==> src/rtl/cla_pkg.sv <==
// cla_pkg: shared constants and helpers for the pipelined carry-lookahead adder
package cla_pkg;
    localparam int MAX_GROUP = 8;
    function automatic int ngroups(input int width, input int group);
        return width / group;
    endfunction
endpackage

==> src/rtl/cla_adder_pipe_group.sv <==
// cla_group: combinational N-bit carry-lookahead unit
// Ports: i_p/i_g per-bit propagate/generate, i_c group carry-in;
//        o_p/o_g group propagate/generate, o_c carry into each bit.
module cla_group #(
    parameter int N = 4
) (
    input  logic [N-1:0] i_p,
    input  logic [N-1:0] i_g,
    input  logic         i_c,
    output logic         o_p,
    output logic         o_g,
    output logic [N-1:0] o_c
);
    logic w_t;
    // Each carry is a flat sum of products: g[j] qualified by every p above j, plus c_in through all p below i.
    always_comb begin
        w_t = 1'b1;
        o_p = &i_p;
        o_g = 1'b0;
        o_c = '0;
        for (int i = 0; i < N; i++) begin
            w_t = 1'b1;
            for (int j = i - 1; j >= 0; j--) begin
                o_c[i] = o_c[i] | (w_t & i_g[j]);
                w_t = w_t & i_p[j];
            end
            o_c[i] = o_c[i] | (w_t & i_c);
        end
        w_t = 1'b1;
        for (int j = N - 1; j >= 0; j--) begin
            o_g = o_g | (w_t & i_g[j]);
            w_t = w_t & i_p[j];
        end
    end
endmodule

==> src/rtl/cla_adder_pipe.sv <==
// cla_adder_pipe: 3-stage pipelined carry-lookahead adder with valid/ready backpressure
// Ports: clk, rst_n (async active-low); in_valid/in_ready, a, b, c_in upstream;
//        out_valid/out_ready, sum, c_out downstream.
// Macro CLA_PIPE_OVF_EN adds output ovf (signed overflow, registered with sum).
module cla_adder_pipe
    import cla_pkg::*;
#(
    parameter int WIDTH = 32,
    parameter int GROUP = 4
) (
    input  logic             clk,
    input  logic             rst_n,
    input  logic             in_valid,
    output logic             in_ready,
    input  logic [WIDTH-1:0] a,
    input  logic [WIDTH-1:0] b,
    input  logic             c_in,
    output logic             out_valid,
    input  logic             out_ready,
    output logic [WIDTH-1:0] sum,
    output logic             c_out
`ifdef CLA_PIPE_OVF_EN
    ,
    output logic             ovf
`endif
);
    localparam int NG = ngroups(WIDTH, GROUP);
    typedef struct packed {
        logic [WIDTH-1:0] p;
        logic [WIDTH-1:0] g;
        logic [NG:0]      c;
    } payload_t;
    if (WIDTH % GROUP != 0 || GROUP < 2 || GROUP > MAX_GROUP) begin : g_bad_cfg
        $error("cla_adder_pipe: WIDTH must be a multiple of GROUP and GROUP in 2..8");
    end
    logic             w_en1, w_en2, w_en3;
    logic [WIDTH-1:0] w_p0, w_g0, w_c3;
    logic [NG-1:0]    w_gp, w_gg;
    logic [NG:0]      w_c2;
    logic [WIDTH-1:0] w_s1_c_unused;
    logic [NG-1:0]    w_s3_p_unused, w_s3_g_unused;
    logic             r_v1, r_v2, r_v3, r_c1;
    logic [WIDTH-1:0] r_p1, r_g1;
    logic [NG-1:0]    r_gp1, r_gg1;
    payload_t         r_s2;
    assign w_en3     = !r_v3 | out_ready;
    assign w_en2     = !r_v2 | w_en3;
    assign w_en1     = !r_v1 | w_en2;
    assign in_ready  = w_en1;
    assign out_valid = r_v3;
    assign w_p0      = a ^ b;
    assign w_g0      = a & b;
    // Group carry-ins ripple across groups; in-group carries are lookahead in S3.
    always_comb begin
        w_c2    = '0;
        w_c2[0] = r_c1;
        for (int k = 0; k < NG; k++) w_c2[k+1] = r_gg1[k] | (r_gp1[k] & w_c2[k]);
    end
    for (genvar k = 0; k < NG; k++) begin : g_grp
        cla_group #(.N(GROUP)) u_s1 (
            .i_p(w_p0[k*GROUP +: GROUP]),
            .i_g(w_g0[k*GROUP +: GROUP]),
            .i_c(1'b0),
            .o_p(w_gp[k]),
            .o_g(w_gg[k]),
            .o_c(w_s1_c_unused[k*GROUP +: GROUP])
        );
        cla_group #(.N(GROUP)) u_s3 (
            .i_p(r_s2.p[k*GROUP +: GROUP]),
            .i_g(r_s2.g[k*GROUP +: GROUP]),
            .i_c(r_s2.c[k]),
            .o_p(w_s3_p_unused[k]),
            .o_g(w_s3_g_unused[k]),
            .o_c(w_c3[k*GROUP +: GROUP])
        );
    end
    always_ff @(posedge clk or negedge rst_n) begin
        if (!rst_n) begin
            r_v1  <= 1'b0;
            r_v2  <= 1'b0;
            r_v3  <= 1'b0;
            r_p1  <= '0;
            r_g1  <= '0;
            r_gp1 <= '0;
            r_gg1 <= '0;
            r_c1  <= 1'b0;
            r_s2  <= '0;
            sum   <= '0;
            c_out <= 1'b0;
`ifdef CLA_PIPE_OVF_EN
            ovf   <= 1'b0;
`endif
        end else begin
            if (w_en1) begin
                r_v1 <= in_valid;
                if (in_valid) begin
                    r_p1  <= w_p0;
                    r_g1  <= w_g0;
                    r_gp1 <= w_gp;
                    r_gg1 <= w_gg;
                    r_c1  <= c_in;
                end
            end
            if (w_en2) begin
                r_v2 <= r_v1;
                if (r_v1) r_s2 <= '{p: r_p1, g: r_g1, c: w_c2};
            end
            if (w_en3) begin
                r_v3 <= r_v2;
                if (r_v2) begin
                    sum   <= r_s2.p ^ w_c3;
                    c_out <= r_s2.c[NG];
`ifdef CLA_PIPE_OVF_EN
                    ovf   <= w_c3[WIDTH-1] ^ r_s2.c[NG];
`endif
                end
            end
        end
    end
endmodule
==> config.mk <==
export PLATFORM = sky130hd
export DESIGN_NAME = cla_adder_pipe
export DESIGN_NICKNAME = d
export VERILOG_FILES = /design/src/rtl/cla_pkg.sv /design/src/rtl/cla_adder_pipe_group.sv /design/src/rtl/cla_adder_pipe.sv
export SDC_FILE = /design/constraint.sdc
export NUM_CORES = 1
export LEC_CHECK = 0
export ABC_AREA = 1
export ABC_CLOCK_PERIOD_IN_PS = 1600
export BUFFER_PORTS_ARGS = -buffer_cell sky130_fd_sc_hd__buf_2
export CORE_ASPECT_RATIO = 2
export CORE_MARGIN = 4
export CORE_UTILIZATION = 41
export DETAILED_ROUTE_END_ITERATION = 6
export PLACE_DENSITY = 0.66
export SETUP_SLACK_MARGIN = 0.4
export SLEW_MARGIN = 25
export SYNTH_ARGS = -nofsm -noshare
export SYNTH_HDL_FRONTEND = slang
export SYNTH_SLANG_ARGS = --single-unit
==> constraint.sdc <==
create_clock -name clk -period 1.6 [get_ports clk]
set_clock_uncertainty 0.1 [all_clocks]
set_input_delay 0.08 -clock clk [delete_from_list [all_inputs] [get_ports clk]]
set_output_delay 0.08 -clock clk [all_outputs]
set_load 0.02 [all_outputs]
* Yosys cells after proc, flatten, opt, wreduce, memory -nomap -nowiden
Cells that the tools add are included.
** Cells by class
- Reductions and logical operators :: 14
- Bitwise operators :: 206
** Operator list (count)
- $and A1 B1 Y1 :: 120
- $or A1 B1 Y1 :: 83
- $xor A32 B32 Y32 :: 2
- $and A32 B32 Y32 :: 1
- $reduce_and A4 Y1 :: 8
- $reduce_and A2 Y1 :: 3
- $logic_not A1 Y1 :: 3
** Storage, ports and cells
- Logic and storage cells :: 233
- Input bits :: 69
- Register bits :: 188
- Output and inout port bits :: 35

* Logic depth before layout (Yosys ltp)
Gate-level depths: netlist (run 1).
- Depth in word-level cells :: 16
- Mapped depth :: 16
- Mapped depth without buffers :: 16

* By module
From an unflattened synthesis (run 1), not the netlist that was laid out.
** Second synthesis, totals
- Cell total of the unflattened synthesis :: 1093
- Area, all modules :: 9135.0 µm²
** Modules (own cells, without submodules)
- cla_adder_pipe :: sequential area each 4754.6 µm², area each 7693.6 µm², cells each 757, times used 1
- cla_group :: sequential area each 0.0 µm², area each 90.1 µm², cells each 21, times used 16

* Least setup slack after synthesis (run 1)
OpenSTA, ideal clock, no wires.
- Path type :: reg-to-reg
- Start :: register r_v3, in the netlist out_valid
- End :: register r_gg1[6]
- Data arrival time :: 1.380 ns
- Clock period less this slack :: 1.619 ns
- Slack :: -0.019 ns
- Stages on the path, launching flop included :: 10
- Setup time :: 0.139 ns
- Buffers on the path :: 2
- Required time :: 1.361 ns
- Path through :: dfrtp_1 > nand2_1 > nor2_2 > nand2_2 > nand2_1 > inv_2 > buf_2 > buf_2 > nor2_1 > a41oi_1
** On the way
- Longest elaborated chain between the ends :: 5
** Ends and longest elaborated chain
- start, declared :: RTL line cla_adder_pipe.sv:42 : logic r_v1, r_v2, r_v3, r_c1;
- start signal, assigned :: RTL line cla_adder_pipe.sv:109 : r_v3 <= r_v2;
- $logic_not A1 Y1 :: RTL line cla_adder_pipe.sv:46 : assign w_en3 = !r_v3 | out_ready;
- $or A1 B1 Y1 :: RTL line cla_adder_pipe.sv:46
- $or A1 B1 Y1 :: RTL line cla_adder_pipe.sv:47 : assign w_en2 = !r_v2 | w_en3;
- $or A1 B1 Y1 :: RTL line cla_adder_pipe.sv:48 : assign w_en1 = !r_v1 | w_en2;
- named net in_ready :: RTL line cla_adder_pipe.sv:14 : output logic in_ready,
- $reduce_and A2 Y1 (no line)
- end signal, assigned :: RTL line cla_adder_pipe.sv:100 : r_gg1 <= w_gg;
- end, declared :: RTL line cla_adder_pipe.sv:44 : logic [NG-1:0] r_gp1, r_gg1;
The timed path passes the listed nets, and every way through them passes these cells.
A chain may end at the register's enable or synchronous reset.

* Worst setup path in the final report (run 1)
- Start :: register r_gp1[0]
- End :: register r_s2[8] (netlist name)
** On the way
- Longest elaborated chain between the ends :: 16
** Ends and longest elaborated chain
- start, declared :: RTL line cla_adder_pipe.sv:44
- start signal, assigned :: RTL line cla_adder_pipe.sv:99 : r_gp1 <= w_gp;
- $and A1 B1 Y1 :: RTL line cla_adder_pipe.sv:57 : for (int k = 0; k < NG; k++) w_c2[k+1] = r_gg1[k] | (r_gp1[k] & w_c2[k]);
- $or A1 B1 Y1 :: RTL line cla_adder_pipe.sv:57
- $and A1 B1 Y1 :: RTL line cla_adder_pipe.sv:57
- $or A1 B1 Y1 :: RTL line cla_adder_pipe.sv:57
- $and A1 B1 Y1 :: RTL line cla_adder_pipe.sv:57
- $or A1 B1 Y1 :: RTL line cla_adder_pipe.sv:57
- $and A1 B1 Y1 :: RTL line cla_adder_pipe.sv:57
- $or A1 B1 Y1 :: RTL line cla_adder_pipe.sv:57
- $and A1 B1 Y1 :: RTL line cla_adder_pipe.sv:57
- $or A1 B1 Y1 :: RTL line cla_adder_pipe.sv:57
- $and A1 B1 Y1 :: RTL line cla_adder_pipe.sv:57
- $or A1 B1 Y1 :: RTL line cla_adder_pipe.sv:57
- $and A1 B1 Y1 :: RTL line cla_adder_pipe.sv:57
- $or A1 B1 Y1 :: RTL line cla_adder_pipe.sv:57
- $and A1 B1 Y1 :: RTL line cla_adder_pipe.sv:57
- $or A1 B1 Y1 :: RTL line cla_adder_pipe.sv:57
- end signal, assigned :: RTL line cla_adder_pipe.sv:106 : if (r_v1) r_s2 <= '{p: r_p1, g: r_g1, c: w_c2};
- end, declared :: RTL line cla_adder_pipe.sv:45 : payload_t r_s2;
Every way passes these cells.

==> results.toml, run 1 <==
[cts]
cts_tree = "yes"
h-tree-depth = 4
ctsHoldBuffers = 47
cts_root_buf = "clkbuf_16"
insertion_delay_ns = 0.45
clk_pin_slew_worst_paths_ns = 0.08
cts_sinks = 174
cts_buffers = 17
cts_max_path_buffers = 2

[critical_path]
rrSetupSlack_ns = -0.26
reg2regPathDepth = 16
crit_required_ns = 1.87
r2r-start = "r_gp1[0]$_DFFE_PN0P_"
arrival_ns = 2.13
timing.rr.end = "r_s2[8]$_DFFE_PN0P_"
startpoint_type = "register"
crit_path_start = "r_gp1[0]$_DFFE_PN0P_"
criticalPathCategory = "reg2reg"
path_max_fanout = 2
endpoint_kind = "register"

[global_route]
grt_pass1_vias = 8156
grt_overflow = 0
grt_pass1_wl_um = 44700
antenna_found_initial = 0
grt_max_degree = 52
grtUsageTotal = 0.278

[route]
vias_per_cell = 5.96
ant_nets = 0
firstDrtPassIters = 5
drtIter0Drc = 582
routed_wl_um = 35800
vias = 8043
wl_per_cell_um = 26.6
drc = 0

[power_and_ir_drop]
leakage_nw = 6.87
combPwrFrac = 0.479
power.density_nw_per_um2 = 1600
irDropWorstVdd_uv = 991
total_power_w = 0.0222
switching_share = 0.405
power_switching_w = 0.00900
pwr-share-clk = 0.202
p_int_w = 0.0132
p_seq_frac = 0.319

[logic_synthesis]
synth_area_um2 = 7590
yosysUniqueCellTypes = 24
synth-seq-cells = 174
yosysWarnings = 0
syn_inst = 810
syn_avg_cell_area_um2 = 9.37
yosysSeqAreaShare = 0.574
synth_nets = 919

[floorplanning]
dieArea_um2 = 20900
die_w_um = 104
num_rows = 70
die_h_um = 200
core_um2 = 18200
start_util = 0.417
ios = 104

[placed_design]
place_inst = 1122
dp_hpwl_um = 12200
numPortBuffers = 103
place.gp.congestion = 0.770
place_ws_ns = -0.0400

[status]
violations = "negative hold slack, negative setup slack"
status = "finished, violations left"

[final_layout]
n_antenna_cell = 0
layout-drive-gt1-share = 0.577
layout_commonest_cell = "dfrtp_1"
instances_no_fill = 1349
num-nets-final = 1230
areaGrowthSynthToFinish_pct = 82.6
final_cell_mix = "dfrtp_1 (168), buf_2 (93), nand2_4 (89), o21ai_2 (84), nand2_2 (82)"

[timing]
slew_headroom = 0.699
drv_slew = 0
holdWs_ns = -0.0306
setup_viol = 118
finalWorstSetupSlack_ns = -0.262
finalCriticalPeriod_ns = 1.86
max_freq_mhz = 537
post-route-period-util = 1.16
hold_viol = 1
tightest_slew_ns = 0.452
grt_setup_unrepaired = "true"
timing.setup.tns_ns = -7.06

[hold_path]
hold_start = "a[22]"
whs_endpoint = "r_g1[22]$_DFFE_PN0P_"
hold_depth = 4
hold_path_class = "in2reg"

[run]
maxCapViolations = 0
[how the worst max path moves through the flow]
stage | to | slack (ns) | cells after the start
after floorplan | r_gp1[3]$_DFFE_PN0P_ | 0.15 | 8
after global placement | r_s2[8]$_DFFE_PN0P_ | -0.02 | 16
after detailed placement | r_s2[8]$_DFFE_PN0P_ | -0.04 | 16
after CTS | r_s2[8]$_DFFE_PN0P_ | -0.04 | 16
after global routing | r_s2[8]$_DFFE_PN0P_ | -0.39 | 16
final | r_s2[8]$_DFFE_PN0P_ | -0.26 | 16
[stage by stage]
| stage | area [um^2] | utilization |
|---|---|---|
| 6_report | 13900 | 0.761 |
| 5_1_grt | 13900 | 0.761 |
| 4_1_cts | 12300 | 0.673 |
| 3_5_place_dp | 8550 | 0.469 |
| 3_3_place_gp | 8550 | 0.469 |
| 2_1_floorplan | 7700 | - |
[state kept, by name (all words and copies together) (netlist names)]
signal / count
r_v1: 1
r_gg1: 8
r_g1: 24
r_gp1: 8
r_c1: 1
out_valid: 1
r_p1: 32
sum: 32
r_v2: 1
c_out: 1
r_s2: 65
[logic make-up (layout without fill, tap and decap cells)]
logic type | count (synthesis) | in the layout | share of synthesized area
AOI/OAI and AO/OA | 166 | 166 | 0.121
xor gates and xnor gates | 24 | 24 | 0.0277
adders and majority gates | 40 | 40 | 0.0659
buffers and inverters | 110 | 432 | 0.0605
DFF | 174 | 174 | 0.574
and+or+nand+nor | 296 | 297 | 0.151
[layer usage]
metal / up-vias / track usage / share of wire
met4: 0 / 0.195 / 0.093
met5: - / 0 / 0
met1: 4013 / 0.297 / 0.34
met3: 247 / 0.0534 / 0.068
met2: 502 / 0.489 / 0.50
li1: 3281 / - / -
[Yosys cell counts, drive strengths merged]
library cell,number,share of area
a21oi,12,0.0084
nand2,238,0.12
clkbuf,7,0.0035
o41ai,6,0.0069
a31oi,14,0.012
a21o,7,0.0069
inv,74,0.037
a41oi,7,0.0081
nand4,7,0.0058
nand3,9,0.0059
ha,40,0.066
nor4,1,0.00082
bufinv,1,0.0023
nor2,41,0.021
dfrtp,174,0.57
xor2,24,0.028
buf,28,0.018
o21ai,120,0.079
[repair_timing]
| item | CTS | global route |
|---|---|---|
| pin swaps | 56 | 53 |
| gates resized for setup | 351 | 308 |
| setup buffers | 73 | 37 |
| endpoints found under the setup margin | 164 | 191 |
| endpoints found under the hold margin | 213 | 1 |
| gates cloned | 36 | 3 |
[power by group through the flow]
stage,logic (W),clock network [W],registers (W)
6_report,0.0106,0.00449,0.00708
5_1_grt,0.0111,0.00464,0.00716
4_1_cts,0.00774,0.00427,0.00665
3_5_place_dp,0.00447,0,0.00658
3_3_place_gp,0.00440,0,0.00653
2_1_floorplan,0.00255,0,0.00690
[critical path: stages (launching register included)]
cell	delay [ns]
dfrtp_1	0.38
nand2_2	0.08
nand2_2	0.06
nand2_2	0.07
nand2_2	0.07
nand2_2	0.06
nand2_2	0.08
nand2_2	0.07
nand2_2	0.09
nand2_2	0.07
nand2_1	0.07
nand2_1	0.08
nand2_1	0.08
nand2_2	0.07
nand2_1	0.06
nand2_1	0.07
a21oi_2	0.21
[area by class of cell]
type                       instances  area (um^2)
multi-input combinational        527         4650
sequential                       174         4360
fill                             945         4360
timing repair buffer             326         3650
clock buffer                      18          439
inverter                          75          328
tap                              216          270
clock inverter                    13          164
Note: power is estimated with default switching activity, not from simulation.
==> run 2, diff against run 1 <==
- CORE_UTILIZATION: 41 -> 57
- PLACE_DENSITY: 0.66 -> 0.85
==> run 2 against run 1 <==
Effect of this change:
- the run now fails in global routing (5_1_grt)
- synthesized cell count unchanged
- area after synthesis unchanged
==> results.toml, run 2 <==
[status]
status = "did not finish"
haltStage = "global routing (5_1_grt)"
stop_error = "[ERROR DPL-0038] Utilization greater than 100%, impossible to legalize"

[cts]
cts_max_path_buffers = 2
cts_buffers = 17
cts_root_buf = "clkbuf_16"
h-tree-depth = 4
cts_sinks = 174

[logic_synthesis]
yosys.area_share.simple = 0.151
yosys.area.top_type = "dfrtp_1"
synth_top_family_by_area = "simple AND/OR/NAND/NOR gates"
yosysUniqueCellTypes = 24
synthArstFlopShare = 1.00
synth_compound_area_frac = 0.121
synth_common_cells = "nand2_1 (237), dfrtp_1 (174), inv_1 (69), o21ai_0 (64), o21ai_1 (56)"
synth_nets = 919
ys.flop_type = "dfrtp_1"
syn_inst = 810
yosys-top-cells-area = "dfrtp_1 (57%), nand2_1 (12%), ha_1 (6.6%)"
synth_xor_area_frac = 0.0277
synthMuxAreaShare = 0
synthAdderAreaFrac = 0.0659
synth_area_um2 = 7590
synth_most_common_cell = "nand2_1"
syn_avg_cell_area_um2 = 9.37
yosysWarnings = 0
yosysSeqAreaShare = 0.574
synth-edff-count = 0
synth_top_area_frac = 0.574
synth-seq-cells = 174

[floorplanning]
start_util = 0.581
die_h_um = 171
num_rows = 59
ios = 104
die_w_um = 89.6

[placed_design]
dp_hpwl_um = 11700
place.gp.congestion = 0.886
numPortBuffers = 103
place_inst = 1056
placed_area_um2 = 8480

[timing]
grt_worst_setup_endpoint = "r_s2[8]$_DFFE_PN0P_/D"
worst_path_end_type = "register data pin"

[global_route]
grt_max_degree = 44
run 2: cell families after synthesis:
family,Yosys count
compound gates,166
xor+xnor,24
fa+ha+maj,40
buf+inv,110
flops,174
simple gates,296
run 2: stage by stage:
step,setup slack (ns),hold slack (ns)
after floorplan,0.146,-0.316
after global placement,0.00968,-0.0694
after detailed placement,-0.0801,-0.0645
after CTS,-0.0980,-0.158
run 2: timing repair:
item,CTS
hold buffers,47
setup endpoints to repair,163
setup buffers,63
pin swaps,65
endpoints found under the hold margin,217
cloned,29
resized for setup,385
==> run 3, diff against run 2 <==
- CORE_ASPECT_RATIO: 2 -> not set
- CORE_UTILIZATION: 57 -> 40
- PLACE_DENSITY: 0.85 -> not set
- PLACE_DENSITY_LB_ADDON: not set -> 0.15
- SETUP_SLACK_MARGIN: 0.4 -> not set
==> run 3 against run 2 <==
Effect of this change:
- the flow now finishes without violations
==> results.toml, run 3 (synthesis gave the netlist of run 1 again) <==
[status]
status = "finished clean"

[route]
routed_wl_um = 17800
wl_per_cell_um = 14.3
vias = 5955
drc = 0
drtIter0Drc = 299
vias_per_cell = 4.79
firstDrtPassIters = 4
ant_nets = 0

[power_and_ir_drop]
leakage_nw = 5.07
p_int_w = 0.0105
pwr-share-clk = 0.291
combPwrFrac = 0.297
irDropWorstVdd_uv = 847
switching_share = 0.336
power_switching_w = 0.00530
power.density_nw_per_um2 = 1570
p_seq_frac = 0.412

[floorplanning]
die_w_um = 146
die_h_um = 146
dieArea_um2 = 21200
core_um2 = 18700
start_util = 0.406
num_rows = 50
ios = 104

[timing]
hold_viol = 0
finalCriticalPeriod_ns = 1.55
setup_viol = 0
tightest_slew_ns = 0.447
max_freq_mhz = 644
post-route-period-util = 0.970
holdWs_ns = 0.0166
drv_slew = 0
grt_setup_unrepaired = "true"
timing.setup.tns_ns = 0
slew_headroom = 0.702
finalWorstSetupSlack_ns = 0.0483

[final_layout]
largestRegisters = "r_s2 x65, r_p1 x32, sum x32"
top_register = "r_s2"
layout-drive-gt1-share = 0.198
largest_reg_flops = 65
n_antenna_cell = 0
areaGrowthSynthToFinish_pct = 32.6
layout_commonest_cell = "nand2_1"
utilization = 0.538
final_cell_mix = "nand2_1 (224), dfrtp_1 (173), buf_2 (101), inv_1 (68), o21ai_0 (63)"
num-nets-final = 1104

[critical_path]
crit_chain = "nand2_2, nand2_2, nand2_2, nand2_2, nand2_2, nand2_2, nand2_2, nand2_2, nand2_2, nand2_1, nand2_1, nand2_1, nand2_1, nand2_1, nand2_1, a21oi_2"
cp_top_family = "simple AND/OR/NAND/NOR gates"
cp_slowest_cell = "dfrtp_1"
crit_required_ns = 1.81
arrival_ns = 1.76
slowest_delay_ns = 0.39
startpoint_type = "register"
reg2regPathDepth = 16
timing.rr.end = "r_s2[8]$_DFFE_PN0P_"
endpoint_kind = "register"
crit_path_start = "r_c1$_DFFE_PN0P_"
crit_top_cell = "nand2_2"
r2r-start = "r_c1$_DFFE_PN0P_"
rrSetupSlack_ns = 0.05
worstPathBufferInverterCount = 0
path_max_fanout = 2
criticalPathCategory = "reg2reg"

[placed_design]
place_ws_ns = -0.00670
place.gp.congestion = 0.821
dp_hpwl_um = 12100
numPortBuffers = 103

[cts]
cts_buffers = 17
insertion_delay_ns = 0.42
cts_tree = "yes"
h-tree-depth = 4
cts_root_buf = "clkbuf_16"
cts_sinks = 174
cts_max_path_buffers = 2
clk_pin_slew_worst_paths_ns = 0.06

[run]
maxCapViolations = 0

[hold_path]
hold_start = "a[31]"
hold_path_class = "in2reg"
hold_depth = 4
whs_endpoint = "r_p1[31]$_DFFE_PN0P_"

[global_route]
grt_pass1_vias = 6007
grt_overflow = 0
antenna_found_initial = 0
grtUsageTotal = 0.170
grt_max_degree = 44
grt_pass1_wl_um = 29700
[run 3: power groups by stage]
stage,clock network (W),registers [W],logic (W)
floorplan,0,0.00688,0.00242
global route,0.00485,0.00667,0.00532
finish,0.00459,0.00650,0.00468
CTS,0.00468,0.00650,0.00463
global placement,0,0.00654,0.00440
detailed placement,0,0.00656,0.00446
[run 3: area by class of cell]
class | instances | area (um^2)
Clock inverter | 10 | 185
Sequential cell | 174 | 4360
Timing Repair Buffer | 201 | 1590
Inverter | 75 | 300
Fill cell | 1730 | 8640
Multi-Input combinational cell | 526 | 2870
Tap cell | 234 | 293
Clock buffer | 22 | 464
[run 3: stage by stage]
step / cell area, um^2 / power [W] / instances
floorplan: 7590 / 0.00931 / 810
global placement: 8580 / 0.0109 / 1141
detailed placement: 8580 / 0.0110 / 1141
CTS: 9860 / 0.0158 / 1234
global route: 10100 / 0.0168 / 1242
finish: 10100 / 0.0158 / 1242
[run 3: how the worst max path moves through the flow]
stage	to	cells after the start
finish	r_s2[8]$_DFFE_PN0P_	16
detailed placement	r_gp1[5]$_DFFE_PN0P_	8
global route	r_s2[8]$_DFFE_PN0P_	16
global placement	r_s2[8]$_DFFE_PN0P_	16
floorplan	r_gg1[6]$_DFFE_PN0P_	9
CTS	r_s2[8]$_DFFE_PN0P_	16
[run 3: tightest hold or removal path, cell delays in order]
cell and delay [ns]:
buf_2 0.08, ha_1 0.21, nand2_1 0.07, o21ai_0 0.06
[run 3: per-layer routing]
metal  vias to the layer above  track usage  wire [um]
met5                         -            0          0
met4                         0       0.0560        287
met3                        23       0.0315        589
met2                       107        0.268       8330
met1                      2817        0.240       8610
li1                       3008            -          -
[run 3: repair_timing]
| item | in CTS | in global routing |
|---|---|---|
| pin swaps | 1 | 6 |
| buffers inserted | 0 | 5 |
| gates resized for setup | 5 | 22 |
| gates cloned | 0 | 3 |
| setup endpoints to repair | 4 | 13 |
| endpoints found under the hold margin | 219 | 0 |
| hold buffers | 61 | 0 |
